==> src/rtl/pipe_hazard_unit.sv <==
// Pipeline hazard unit: load-use stall FSM, redirect flush, fault halt and E-stage forwarding.
// Optional event counters are built only when HAZARD_PERF_CNT_EN is defined.
module pipe_hazard_unit #(
  parameter int XLEN     = 32,
  parameter int REGW     = 5,
  parameter int LOAD_LAT = 1
) (
  input  logic            clock,
  input  logic            reset,
  input  logic [REGW-1:0] d_rs1,
  input  logic [REGW-1:0] d_rs2,
  input  logic            d_use_rs1,
  input  logic            d_use_rs2,
  input  logic [REGW-1:0] e_rs1,
  input  logic [REGW-1:0] e_rs2,
  input  logic [REGW-1:0] e_rd,
  input  logic [REGW-1:0] m_rd,
  input  logic [REGW-1:0] w_rd,
  input  logic            e_wr,
  input  logic            m_wr,
  input  logic            w_wr,
  input  logic            e_load,
  input  logic            e_redirect,
  input  logic            w_fault,
  output logic            stall_f,
  output logic            stall_d,
  output logic            flush_d,
  output logic            bubble_e,
  output logic [1:0]      fwd_a,
  output logic [1:0]      fwd_b,
  output logic            halted,
  output logic [XLEN-1:0] perf_stall,
  output logic [XLEN-1:0] perf_flush
);

  typedef enum logic [1:0] {RUN, STALL, HALT} state_t;

  // Extra stall cycles still owed after the load-use cycle itself.
  localparam logic [1:0] STALL_INIT = 2'(LOAD_LAT - 1);

  state_t          r_state;
  state_t          w_nextState;
  logic [1:0]      r_cnt;
  logic [1:0]      w_nextCnt;
  logic            w_loadUse;

  assign w_loadUse = e_load && e_wr && (e_rd != '0) &&
                     ((d_use_rs1 && (d_rs1 == e_rd)) || (d_use_rs2 && (d_rs2 == e_rd)));

  function automatic logic [1:0] fwdSel(input logic [REGW-1:0] rs);
    if (m_wr && (m_rd != '0) && (m_rd == rs))
      return 2'd1;
    else if (w_wr && (w_rd != '0) && (w_rd == rs))
      return 2'd2;
    else
      return 2'd0;
  endfunction

  assign fwd_a  = fwdSel(e_rs1);
  assign fwd_b  = fwdSel(e_rs2);
  assign halted = (r_state == HALT);

  always_ff @(posedge clock or posedge reset) begin
    if (reset) begin
      r_state <= RUN;
      r_cnt   <= 2'd0;
    end else begin
      r_state <= w_nextState;
      r_cnt   <= w_nextCnt;
    end
  end

  always_comb begin
    stall_f     = 1'b0;
    stall_d     = 1'b0;
    flush_d     = 1'b0;
    bubble_e    = 1'b0;
    w_nextState = r_state;
    w_nextCnt   = r_cnt;
    if (reset) begin
      flush_d  = 1'b1;
      bubble_e = 1'b1;
    end else begin
      case (r_state)
        HALT: begin
          stall_f  = 1'b1;
          stall_d  = 1'b1;
          bubble_e = 1'b1;
        end
        STALL: begin
          if (e_redirect) begin
            flush_d     = 1'b1;
            bubble_e    = 1'b1;
            w_nextState = RUN;
            w_nextCnt   = 2'd0;
          end else begin
            stall_f  = 1'b1;
            stall_d  = 1'b1;
            bubble_e = 1'b1;
            // r_cnt counts the STALL cycles left including this one.
            if (r_cnt <= 2'd1) begin
              w_nextState = RUN;
              w_nextCnt   = 2'd0;
            end else begin
              w_nextCnt = r_cnt - 2'd1;
            end
          end
        end
        default: begin
          w_nextCnt = 2'd0;
          if (e_redirect) begin
            flush_d  = 1'b1;
            bubble_e = 1'b1;
          end else if (w_loadUse) begin
            stall_f  = 1'b1;
            stall_d  = 1'b1;
            bubble_e = 1'b1;
            if (STALL_INIT != 2'd0) begin
              w_nextState = STALL;
              w_nextCnt   = STALL_INIT;
            end
          end
        end
      endcase
      if (w_fault) begin
        w_nextState = HALT;
        w_nextCnt   = 2'd0;
      end
    end
  end

`ifdef HAZARD_PERF_CNT_EN
  logic [XLEN-1:0] r_perfStall;
  logic [XLEN-1:0] r_perfFlush;

  always_ff @(posedge clock or posedge reset) begin
    if (reset) begin
      r_perfStall <= '0;
      r_perfFlush <= '0;
    end else if (r_state != HALT) begin
      if (stall_d)
        r_perfStall <= r_perfStall + XLEN'(1);
      if (e_redirect)
        r_perfFlush <= r_perfFlush + XLEN'(1);
    end
  end

  assign perf_stall = r_perfStall;
  assign perf_flush = r_perfFlush;
`else
  assign perf_stall = '0;
  assign perf_flush = '0;
`endif

endmodule
==> config.mk <==
export PLATFORM = sky130hd
export DESIGN_NAME = pipe_hazard_unit
export DESIGN_NICKNAME = d
export VERILOG_FILES = /design/src/rtl/pipe_hazard_unit.sv
export SDC_FILE = /design/constraint.sdc
export NUM_CORES = 1
export LEC_CHECK = 0
export ABC_CLOCK_PERIOD_IN_PS = 4100
export CELL_PAD_IN_SITES_DETAIL_PLACEMENT = 1
export CELL_PAD_IN_SITES_GLOBAL_PLACEMENT = 2
export CORE_ASPECT_RATIO = 1.5
export CORE_MARGIN = 3
export CORE_UTILIZATION = 12
export DETAILED_ROUTE_END_ITERATION = 12
export PLACE_DENSITY_LB_ADDON = 0.1
export SYNTH_ARGS = -nofsm -noshare
export SYNTH_HDL_FRONTEND = slang
export SYNTH_SLANG_ARGS = --single-unit
==> constraint.sdc <==
create_clock -name clock -period 4.1 [get_ports clock]
set_clock_uncertainty 0.05 [all_clocks]
set_input_delay 0.82 -clock clock [delete_from_list [all_inputs] [get_ports clock]]
set_output_delay 0.82 -clock clock [all_outputs]
set_load 0.05 [all_outputs]
==> flow_metrics.tcl <==
set metrics [dict create \
    status "complete, no violations" \
    post_cts_buffers 0 \
    pwr_density_cell_mw_per_mm2 172 \
    synth_top_area_share_pct 50.8 \
    synth_compound_area_share_pct 6.13 \
    cp_slowest_cell "clkdlybuf4s50_1" \
    port_buffers 53 \
    crit_fanout 3 \
    wl_per_cell_um 11.7 \
    grt_overflow 0 \
    synth_top_family_by_area "buffers and inverters" \
    drt_iter0_drc 15 \
    vdd_drop_max_mv 0.0543 \
    slew_headroom_pct 66.6 \
    setup_viol 0 \
    synthMuxAreaShare_pct 0 \
    cts_hold_buffers 0 \
    hp-class "register to register" \
    num_vias 809 \
    yosysMostFrequentCell "buf_4" \
    netlist_area_um2 960 \
    tightest_slew_ns 0.499 \
    largest_reg_flops 1 \
    path_class "input pin to output pin" \
    drive_gt1_share_pct 6.86 \
    fin_nets 222 \
    grt_max_degree 5 \
    core-area_mm2 0.00771 \
    slowest_delay_ns 0.48 \
    rsz0062_at_grt "no" \
    reg_top3 "r_state (1)" \
    grt_pass1_vias 840 \
    regMostFlops "r_state" \
    dieArea_mm2 0.00913 \
    dr.pass1.iters 3 \
    synth_edf_count 0 \
    async_flop_share_pct 100 \
    dp_hpwl_mm 3.06 \
    synth_fa_ha_area_share_pct 0 \
    ys_warn_count 0 \
    synth-simple-area-share_pct 11.9 \
    synthTopCellsByArea "buf_4 (51%), xor2_1 (20%), xnor2_1 (7.3%), or4_1 (3.9%), dfrtp_1 (2.6%)" \
    viasPerCell 2.92 \
    yosys.area.top_type "buf_4" \
    ys.flop_type "dfrtp_1" \
    avgSynthCellArea_um2 7.80 \
    ys_seq_area_share_pct 2.61 \
    fp.dieW_um 79.0 \
    die_height_um 116 \
    setup.worst_path.end_class "output pin" \
    ys_ff_latch 1 \
    antenna_found_initial 0 \
    grt_use_total_pct 6.12 \
    worstPathRequired_ns 3.23 \
    setup_tns_ns 0 \
    path_buf_inv 3 \
    p_leak_uw 0.000616 \
    slew_viol_final 0 \
    drc 0 \
    clk_pin_slew_ns 0 \
    cp_cell_sequence "clkdlybuf4s50_1, xor2_1, nor4_1, a32oi_1, o32ai_1, buf_4, buf_12" \
    diodes 0 \
    cts.repair.resized 0 \
    cpLargestDelayFamily "buffers and inverters" \
    ios 118 \
    netlist_top_cells_count "buf_4 (65), xor2_1 (22), xnor2_1 (8)" \
    crit_arrival_ns 2.73 \
    period_share_pct 87.7 \
    area_growth_pct 47.8 \
    synthDistinctLibCells 20 \
    cap_violations 0 \
    netlist_instances 123 \
    finalCriticalPeriod_ns 3.60 \
    gp_congestion 0.765 \
    synth_xor_area_share_pct 27.4 \
    wl_mm 3.24 \
    fin_total_pwr_uw 244 \
    hold_viol_final 0 \
    start_util_pct 12.4 \
    fmax_mhz 278 \
    worst_setup_path_start_kind "input pin" \
    grt_pass1_wl_mm 4.50 \
    antenna_left 0 \
    std_cell_rows 39 \
    clk_latency_ns 0 \
]
==> layer usage <==
metal | vias to the layer above | global-route usage (%) | part of all wire (%)
met1 | 361 | 5.31 | 29
met4 | 0 | 0 | 0
met2 | 66 | 13.8 | 60
li1 | 382 | - | -
met5 | - | 0 | 0
met3 | 0 | 1.79 | 11
==> cells in the final DEF, fill, tap and decap left out, drive strengths merged <==
cell	count
inv	2
nor4	6
a32oi	1
buf	8
a21o	2
nand3	2
xnor2	8
or4	5
nor2	1
and2	1
conb	64
o32ai	1
o211ai	1
or2	1
xor2	22
dfrtp	1
clkdlybuf4s50	46
o21ai	3
==> area by class of cell <==
cell class                      count  area [µm²]
Fill cell                         978        6290
Multi-Input combinational cell    118         676
Tap cell                          102         128
Sequential cell                     1        25.0
Timing Repair Buffer               54         583
Inverter                            2        7.51
==> where the power goes <==
group          internal [µW]  switching (µW)  total [µW]  leakage (µW)
logic                   61.9             172         234      0.000607
registers               10.0       0.0000223        10.0    0.00000875
clock network              0               0           0             0
==> cell families after synthesis <==
group | Yosys count
AOI/OAI and AO/OA | 8
DFF | 1
and+or+nand+nor | 16
xor gates and xnor gates | 30
buffers and inverters | 67
other | 1
==> path summary, 6_finish.rpt <==
| kind | to | slack, ns | from | cells after the start |
|---|---|---|---|---|
| max in group asynchronous | r_state[1] | 2.89 | reset | 2 |
| min in group asynchronous | r_state[1] | 1.01 | reset | 2 |
| min | r_state[1] | 0.46 | r_state[1] | 1 |
| min reg2reg | r_state[1] | 0.46 | r_state[1] | 1 |
| max | stall_d | 0.50 | e_rd[3] | 7 |
| max reg2reg | r_state[1] | 3.38 | r_state[1] | 1 |
==> stage by stage <==
stage               hold WS (ns)  cells  utilization (%)  setup WS, ns  area (µm²)
floorplan                  0.507    186                -        0.0455        1200
global placement           0.468    277             18.4         0.394        1420
detailed placement         0.471    277             18.4         0.423        1420
CTS                        0.475    277             18.4         0.417        1420
global route               0.508    277             18.4         0.264        1420
finish                     0.464    277             18.4         0.504        1420
Power figures use the tool's default switching activity.
